## src/rtl/div_module.sv

```systemverilog
// div_module: iterative restoring divider, one quotient bit per clock.
//
// Ports
//   clk, rst          rising-edge clock, asynchronous active-low reset
//   in_valid/in_ready operand handshake (mode, op1 dividend, op2 divisor)
//   out_valid/out_ready result handshake (quotient, remainder, div_by_zero)
//
// Optional feature macro: DIV_SIGNED_EN
//   defined   -> mode selects signed division (magnitude conversion, sign
//                fix-up and the most-negative / -1 overflow path)
//   undefined -> mode is ignored, all divisions are unsigned
//
// Latency from the acceptance edge T: out_valid after edge T+WIDTH for a
// normal division, after edge T+1 for divide-by-zero and signed overflow.
module div_module #(
  parameter int WIDTH = 32
) (
  input  logic             clk,
  input  logic             rst,
  input  logic             in_valid,
  output logic             in_ready,
  input  logic             mode,
  input  logic [WIDTH-1:0] op1,
  input  logic [WIDTH-1:0] op2,
  output logic             out_valid,
  input  logic             out_ready,
  output logic [WIDTH-1:0] quotient,
  output logic [WIDTH-1:0] remainder,
  output logic             div_by_zero
);

  localparam int CW = $clog2(WIDTH + 1);
  localparam logic [CW-1:0] CNT_FULL = CW'(WIDTH);
  localparam logic [CW-1:0] CNT_ONE  = CW'(1);

  typedef enum logic [1:0] {S_IDLE, S_BUSY, S_DONE} state_t;

  state_t           state_q, state_d;
  logic [WIDTH-1:0] rem_q, rem_d;     // partial remainder
  logic [WIDTH-1:0] dvd_q, dvd_d;     // dividend shifting out, quotient bits shifting in
  logic [WIDTH-1:0] dvs_q, dvs_d;     // divisor magnitude
  logic [CW-1:0]    cnt_q, cnt_d;
  logic             sp_q, sp_d;       // special case: result pre-loaded in dvd/rem
  logic             zdiv_q, zdiv_d;
  logic [WIDTH-1:0] quo_q, quo_d;
  logic [WIDTH-1:0] rmd_q, rmd_d;
  logic             dbz_q, dbz_d;

  logic             take;
  logic [WIDTH:0]   rem_sh, trial;
  logic [WIDTH-1:0] q_next, r_next, q_fix, r_fix;
  logic [WIDTH-1:0] a_mag, b_mag;
  logic             ovf_in;

  assign take = in_valid && (state_q == S_IDLE);

  // One restoring step: shift {rem, dividend} left and trial-subtract.
  assign rem_sh = {rem_q, dvd_q[WIDTH-1]};
  assign trial  = rem_sh - {1'b0, dvs_q};
  assign q_next = {dvd_q[WIDTH-2:0], ~trial[WIDTH]};
  assign r_next = trial[WIDTH] ? rem_sh[WIDTH-1:0] : trial[WIDTH-1:0];

`ifdef DIV_SIGNED_EN
  localparam logic [WIDTH-1:0] MOST_NEG = {1'b1, {(WIDTH-1){1'b0}}};

  logic neg_q_in, neg_r_in;
  logic negq_q, negq_d, negr_q, negr_d;

  always_comb begin
    neg_r_in = mode & op1[WIDTH-1];
    neg_q_in = mode & (op1[WIDTH-1] ^ op2[WIDTH-1]);
    // Negating the most-negative value yields the same bits, which is
    // already its correct unsigned magnitude.
    a_mag    = neg_r_in ? -op1 : op1;
    b_mag    = (mode & op2[WIDTH-1]) ? -op2 : op2;
    ovf_in   = mode & (op1 == MOST_NEG) & (op2 == '1);
    negq_d   = take ? neg_q_in : negq_q;
    negr_d   = take ? neg_r_in : negr_q;
    q_fix    = negq_q ? -q_next : q_next;
    r_fix    = negr_q ? -r_next : r_next;
  end

  always_ff @(posedge clk or negedge rst) begin
    if (!rst) begin
      negq_q <= 1'b0;
      negr_q <= 1'b0;
    end else begin
      negq_q <= negq_d;
      negr_q <= negr_d;
    end
  end
`else
  logic unused_mode;
  assign unused_mode = mode;
  assign a_mag  = op1;
  assign b_mag  = op2;
  assign ovf_in = 1'b0;
  assign q_fix  = q_next;
  assign r_fix  = r_next;
`endif

  always_comb begin
    state_d = state_q;
    rem_d   = rem_q;
    dvd_d   = dvd_q;
    dvs_d   = dvs_q;
    cnt_d   = cnt_q;
    sp_d    = sp_q;
    zdiv_d  = zdiv_q;
    quo_d   = quo_q;
    rmd_d   = rmd_q;
    dbz_d   = dbz_q;
    unique case (state_q)
      S_IDLE: begin
        if (take) begin
          state_d = S_BUSY;
          // Special cases spend a single BUSY cycle with their result parked
          // in dvd/rem so they share the normal completion path.
          if (op2 == '0) begin
            sp_d   = 1'b1;
            zdiv_d = 1'b1;
            dvd_d  = '1;
            rem_d  = op1;
            cnt_d  = CNT_ONE;
          end else if (ovf_in) begin
            sp_d   = 1'b1;
            zdiv_d = 1'b0;
            dvd_d  = op1;
            rem_d  = '0;
            cnt_d  = CNT_ONE;
          end else begin
            sp_d   = 1'b0;
            zdiv_d = 1'b0;
            dvd_d  = a_mag;
            dvs_d  = b_mag;
            rem_d  = '0;
            cnt_d  = CNT_FULL;
          end
        end
      end
      S_BUSY: begin
        cnt_d = cnt_q - CNT_ONE;
        if (!sp_q) begin
          rem_d = r_next;
          dvd_d = q_next;
        end
        if (cnt_q == CNT_ONE) begin
          state_d = S_DONE;
          if (sp_q) begin
            quo_d = dvd_q;
            rmd_d = rem_q;
            dbz_d = zdiv_q;
          end else begin
            quo_d = q_fix;
            rmd_d = r_fix;
            dbz_d = 1'b0;
          end
        end
      end
      S_DONE: begin
        if (out_ready) state_d = S_IDLE;
      end
      default: state_d = S_IDLE;
    endcase
  end

  always_ff @(posedge clk or negedge rst) begin
    if (!rst) begin
      state_q <= S_IDLE;
      rem_q   <= '0;
      dvd_q   <= '0;
      dvs_q   <= '0;
      cnt_q   <= '0;
      sp_q    <= 1'b0;
      zdiv_q  <= 1'b0;
      quo_q   <= '0;
      rmd_q   <= '0;
      dbz_q   <= 1'b0;
    end else begin
      state_q <= state_d;
      rem_q   <= rem_d;
      dvd_q   <= dvd_d;
      dvs_q   <= dvs_d;
      cnt_q   <= cnt_d;
      sp_q    <= sp_d;
      zdiv_q  <= zdiv_d;
      quo_q   <= quo_d;
      rmd_q   <= rmd_d;
      dbz_q   <= dbz_d;
    end
  end

  assign in_ready    = (state_q == S_IDLE);
  assign out_valid   = (state_q == S_DONE);
  assign quotient    = quo_q;
  assign remainder   = rmd_q;
  assign div_by_zero = dbz_q;

endmodule

```

## config.mk

```make
export PLATFORM = sky130hd
export DESIGN_NAME = div_module
export DESIGN_NICKNAME = d
export VERILOG_FILES = /design/src/rtl/div_module.sv
export SDC_FILE = /design/constraint.sdc
export NUM_CORES = 1
export LEC_CHECK = 0
export BUFFER_PORTS_ARGS = -buffer_cell sky130_fd_sc_hd__buf_2
export CORE_MARGIN = 4
export CORE_UTILIZATION = 35
export DETAILED_ROUTE_END_ITERATION = 8
export GPL_TIMING_DRIVEN = 0
export SLEW_MARGIN = 20
export SYNTH_ARGS = -nofsm -noshare
export SYNTH_HDL_FRONTEND = slang
export SYNTH_SLANG_ARGS = --single-unit
```

## constraint.sdc

```tcl
create_clock -name clk -period 3.05 [get_ports clk]
set_clock_uncertainty 0.1 [all_clocks]
set_input_delay 0.61 -clock clk [delete_from_list [all_inputs] [get_ports clk]]
set_output_delay 0.61 -clock clk [all_outputs]
set_load 0.02 [all_outputs]
```

Word-level counts from Yosys, hierarchy flattened
Index checks and enable logic that the tools add are counted.
- $add $sub $neg: 2
- multiply operators: 0
- divide/modulo/power cells: 0
- $lt $le $gt $ge: 0
- equality and inequality tests: 6
- shift operators: 0
- muxes and demuxes: 18
- bitwise operators: 2
- reductions and logical operators: 9
- operators with widths (operator ; number):
    $mux 32 ; 7
    $pmux 32 s2 ; 2
    $sub 33x32->33 ; 1
    $logic_not 32->1 ; 1
    $mux 6 ; 2
    $pmux 6 s2 ; 1
    $eq 6x1->1 const B ; 1
    $mux 2 ; 3
    $pmux 2 s3 ; 1
    $reduce_and 2->1 ; 3
    $reduce_and 3->1 ; 2
    $sub 6x1->6 const B ; 1
    $ne 2x1->1 const B ; 2
    $eq 2x1->1 const B ; 1
    $eq 2x2->1 const B ; 1
    $logic_not 2->1 ; 1
    $mux 1 ; 2
    $ne 2x2->1 const B ; 1
    $not 1->1 ; 2
    $reduce_bool 2->1 ; 1
    $logic_and 1x1->1 ; 1
- register bits: 170
- latch bits: 0
- bits in writable memories: 0
- bits in read-only memories: 0
- input port bits: 69
- output and inout bits: 67
- logic and storage cells: 46
- memories kept: 0

Longest topological paths before layout
- depth in word-level cells: 4
- mapped depth: 13
- gate-level depth less buffers: 11

Worst setup path after synthesis
Ideal clock, no wire load.
- path kind: flip-flop to flip-flop
- start: register dvd_q[31]
- end: register rmd_q[24] (netlist: remainder[24])
- setup time: 125 ps
- data arrival time: 2905 ps
- required time: 2825 ps
- path slack: -80 ps
- cell stages (with the launch flop): 13
- path buffers: 1
- clock period less this slack: 3130 ps
- cell sequence: dfrtp_1 -> inv_1 -> ha_1 -> fa_1 -> nand2b_1 -> a21oi_2 -> o21ai_4 -> o311ai_4 -> a41o_2 -> nor2_2 -> buf_6 -> a311o_1 -> mux2_2
- cells in the longest elaborated chain, start to end: 3
- RTL lines (element ; RTL line ; source):
    start: declaration ; 40 ; logic [WIDTH-1:0] dvd_q, dvd_d;
    start signal: assignment ; 182 ; dvd_q <= dvd_d;
    $sub 33x32->33 ; 59 ; assign trial = rem_sh - {1'b0, dvs_q};
    $mux 32 ; 61 ; assign r_next = trial[WIDTH] ? rem_sh[WIDTH-1:0] : trial[WIDTH-1:0];
    $mux 32 ; - ;
    end signal: assignment ; 188 ; rmd_q <= rmd_d;
    end: declaration ; 46 ; logic [WIDTH-1:0] rmd_q, rmd_d;
No other way between the ends.
A chain may end at the register's enable or synchronous reset.

Final worst setup path
Same ends and word-level chain as after synthesis.

==> results_tabular.tex <==
\begin{tabular}{lr}
\hline
Metric & Value \\
\hline
\multicolumn{2}{l}{\textbf{CTS}} \\
\quad Longest Clk Path Bufs & 2 \\
\quad Number of H-tree branching levels & 4 \\
\quad Clock transition at the register clock pins on the worst setup and hold paths after CTS & 0.07 ns \\
\quad Clk sinks & 170 \\
\quad Clk root buf & clkbuf\_16 \\
\quad Number of buffers added by the clock tree synthesis step & 17 \\
\quad Clock latency on the worst-skew pair & 0.45 ns \\
\quad Clock tree from TritonCTS & done \\
\quad Hold buffer count at cts & 0 \\
\multicolumn{2}{l}{\textbf{Timing}} \\
\quad Hold violation total from the final report & 0 \\
\quad Total count of max-transition violations in the final report & 0 \\
\quad Accumulated negative setup slack & -0.370 ns \\
\quad Slew headroom & 35.2\% \\
\quad Unrepaired setup endpoints after global routing & yes \\
\quad Final worst-path setup slack & -0.0668 ns \\
\quad Worst-Margin Slew & 0.968 ns \\
\quad Final period utilization & 102\% \\
\quad Setup Viol. Count Final & 11 \\
\quad Final critical delay including setup and external delays & 3.12 ns \\
\quad Maximum clock frequency & 0.321 GHz \\
\multicolumn{2}{l}{\textbf{Yosys}} \\
\quad Async set-or-reset flop fraction in the synthesized netlist & 100\% \\
\quad Top cell type by total area after synthesis & dfrtp\_1 \\
\quad Number of different library cells in the post-synthesis netlist & 67 \\
\quad Mean instance size in the synthesized netlist & 9.23 sq um \\
\quad Portion of the post-synthesis area used by sequential elements & 43.8\% \\
\quad Post-synth top area share & 43.8\% \\
\quad Number of instances in the synthesized netlist & 1051 \\
\quad Dominant cells by area after synthesis & dfrtp\_1 44\%, o21ai\_0 5.8\%, mux2i\_1 4.8\% \\
\quad Number of warning messages in the yosys log & 0 \\
\quad Mapped cell area & 0.00970 sq mm \\
\quad Number of enable-type register cells in the synthesized netlist & 0 \\
\quad Synthesized Nets & 1155 \\
\quad Primary FF master, synth & dfrtp\_1 \\
\quad \#FFs+latches synth & 170 \\
\multicolumn{2}{l}{\textbf{Worst setup path}} \\
\quad Worst path slowest cell & dfrtp\_2 \\
\quad Max FO, Critical Path & 6 \\
\quad Cell repeated most along the worst path & buf\_6 \\
\quad Data required time of the worst path & 3.28 ns \\
\quad Sort of element at the end of the critical path & register \\
\quad Startpoint types & register \\
\quad CP max stage delay & 0.44 ns \\
\quad Class of the most critical setup path & reg2reg \\
\quad List of cells traversed by the critical path & inv\_2, ha\_4, fa\_2, nand2b\_4, a21oi\_4, o21ai\_4, o311ai\_4, buf\_6, a41o\_4, nor2\_4, buf\_6, a311o\_1, mux2\_4 \\
\quad Worst EP arrival & 3.34 ns \\
\multicolumn{2}{l}{\textbf{Placed design}} \\
\quad Detailed-placement wirelength estimate & 24500 um \\
\quad Cell count after placement & 1558 \\
\quad Count of input and output buffers & 134 \\
\quad Routability-driven placement congestion ratio & 0.893 \\
\multicolumn{2}{l}{\textbf{Route}} \\
\quad Wire length on met1 & 15100 um \\
\quad Uppermost layer routed & met4 \\
\quad First-pass iteration count of the detailed router & 7 \\
\quad Vias & 8767 \\
\quad Total length of routed wires & 32500 um \\
\quad Antenna-violating nets left & 0 \\
\quad Remaining design rule violation count & 0 \\
\quad Metal3 WL & 1910 um \\
\quad Routed wirelength normalized by instance count & 20.2 um \\
\quad Routed wire length on met2 & 14900 um \\
\quad Ratio of routed vias to standard cells & 5.45 \\
\quad DR iter-0 viols & 850 \\
\multicolumn{2}{l}{\textbf{Status}} \\
\quad Violated checks & setup timing \\
\quad Outcome & finished with violations \\
\multicolumn{2}{l}{\textbf{Die}} \\
\quad Initial cell density of the core & 35.8\% \\
\quad Height of the die & 175 um \\
\quad Core region area & 0.0271 sq mm \\
\quad Full die area & 0.0305 sq mm \\
\quad Number of I/O pins & 136 \\
\quad \# rows & 60 \\
\quad Horiz. Die Dim & 175 um \\
\multicolumn{2}{l}{\textbf{Global route}} \\
\quad Overflow after GRT & 0 \\
\quad Wire length of the first global-routing pass & 49800 um \\
\quad Number of global-route vias before repair & 8599 \\
\quad Largest net degree at the start of global routing & 95 \\
\quad GRT Total Usage & 20.8\% \\
\quad Number of antenna violations at the first check in global routing & 0 \\
\multicolumn{2}{l}{\textbf{Final layout}} \\
\quad Ratio of cells with drive above 1 in the final layout & 27.7\% \\
\quad Count of filler cells inserted in the layout & 2650 \\
\quad Final standard cell count with taps included and fillers excluded & 1610 \\
\quad Number of nets in the finished design & 1329 \\
\quad ANT cells & 0 \\
\quad Signed area change from the synthesized netlist to the final layout & 27.4\% \\
\quad Combined flip-flop and latch cell area & 0.00426 sq mm \\
\quad Area of the multi-input gates & 0.00562 sq mm \\
\multicolumn{2}{l}{\textbf{Flow run}} \\
\quad Max\_cap viols & 0 \\
\multicolumn{2}{l}{\textbf{Min path}} \\
\quad Hold/Removal Path Class & in2async \\
\hline
\end{tabular}
-- layer usage --
metal / GRT usage, % / up-vias
met1: 29.6 / 4253
met4: 4.75 / 0
met3: 3.70 / 41
li1: - / 4189
met2: 33.2 / 284
met5: 0 / -
-- through the flow --
| stage | utilization (%) | hold slack [ns] | cell area, sq um | setup WS [ns] |
|---|---|---|---|---|
| 2_1_floorplan | - | 0.214 | 9720 | 0.0471 |
| 3_3_place_gp | 40.1 | 0.361 | 10900 | -1.54 |
| 3_5_place_dp | 40.2 | 0.367 | 10900 | -1.43 |
| 4_1_cts | 44.2 | 0.0681 | 12000 | -0.0768 |
| 5_1_grt | 45.6 | 0.0952 | 12400 | -0.153 |
| 6_report | 45.6 | 0.0439 | 12400 | -0.0668 |
-- cell usage after synthesis, drive strengths merged, types with 5 or more instances --
master	count
nor2	117
clkbuf	53
nand2	82
inv	46
nand2b	6
a31oi	8
xor2	6
a21oi	73
o311ai	6
o211ai	10
a211oi	17
mux2i	48
ha	34
nand3	9
mux2	34
and2	8
or3	5
o21a	8
and3	20
buf	9
a22oi	15
xnor2	19
dfrtp	170
o22ai	32
o21ai	114
nor4	10
nor3	11
nand4	9
a21o	13
-- worst paths after layout --
check,start,end,slack (ns),depth (start not counted)
min reg2reg,quotient[4],quotient[4],0.38,2
min in group clk,out_ready,state_q[1],0.27,2
min,rst,dvs_q[2],0.04,1
max,dvd_q[31],remainder[24],-0.07,13
max in group asynchronous,rst,rem_q[25],1.90,2
max reg2reg,dvd_q[31],remainder[24],-0.07,13
-- worst max-delay path, delay by kind of cell (launching register included) --
family                   cells  cell delay, ns
buffers and inverters        3            0.38
AO/OA/AOI/OAI                5            1.09
flip-flops                   1            0.44
multiplexers                 1            0.26
AND/OR/NAND/NOR              2            0.21
adder cells (fa/ha/maj)      2            0.49
-- cell usage in the layout, fill, tap and decap left out, types with 8 or more instances in the layout --
| cell | synthesis | layout |
|---|---|---|
| a211oi_2 | 0 | 10 |
| a21o_1 | 13 | 12 |
| a21oi_1 | 71 | 59 |
| a21oi_2 | 2 | 12 |
| a22oi_1 | 15 | 15 |
| and2_1 | 8 | 8 |
| and3_1 | 20 | 20 |
| buf_2 | 4 | 134 |
| buf_4 | 0 | 21 |
| clkbuf_1 | 53 | 44 |
| clkbuf_16 | 0 | 18 |
| dfrtp_1 | 170 | 164 |
| ha_1 | 34 | 16 |
| ha_2 | 0 | 9 |
| ha_4 | 0 | 9 |
| inv_1 | 46 | 44 |
| mux2_2 | 34 | 32 |
| mux2i_1 | 47 | 35 |
| mux2i_4 | 0 | 11 |
| nand2_1 | 81 | 80 |
| nand3_1 | 9 | 9 |
| nand4_1 | 9 | 9 |
| nor2_1 | 116 | 115 |
| nor3_1 | 11 | 9 |
| o211ai_1 | 10 | 10 |
| o21a_1 | 8 | 8 |
| o21ai_0 | 113 | 77 |
| o21ai_1 | 0 | 30 |
| o22ai_1 | 32 | 32 |
| xnor2_1 | 19 | 18 |
-- registers in the layout, indices dropped and copies added (netlist names) --
signal       count
cnt_q            6
div_by_zero      1
dvd_q           32
dvs_q           32
quotient        32
rem_q           32
remainder       32
state_q          2
zdiv_q           1
-- repair_timing --
action                                  4_1_cts  5_1_grt
hold endpoints to repair                      0        0
resized for setup                            75       95
setup buffers                                18        6
pin swaps                                    14       26
endpoints found under the setup margin      128       65
gates cloned                                  1        1
-- logic make-up (layout without fill, tap and decap cells) --
group,Yosys count,count (layout),synth area share [%]
AOI/OAI and AO/OA,343,343,22.6
xor gates and xnor gates,25,25,2.26
adders and majority gates,35,35,4.59
buffers and inverters,108,295,4.38
DFF,170,170,43.8
muxes,82,82,8.94
and+or+nand+nor,288,288,13.4
-- layout make-up --
type                       count  area share [%]
multi-input combinational    773            45.4
timing repair buffer         161            7.84
tap                          372            3.76
sequential                   170            34.5
buffer                        56            2.21
clock inverter                15            1.45
inverter                      46            1.40
clock buffer                  17            3.44
Power is not shown: default switching activity piles up to over one toggle a cycle in this logic, so the estimate is an artifact.
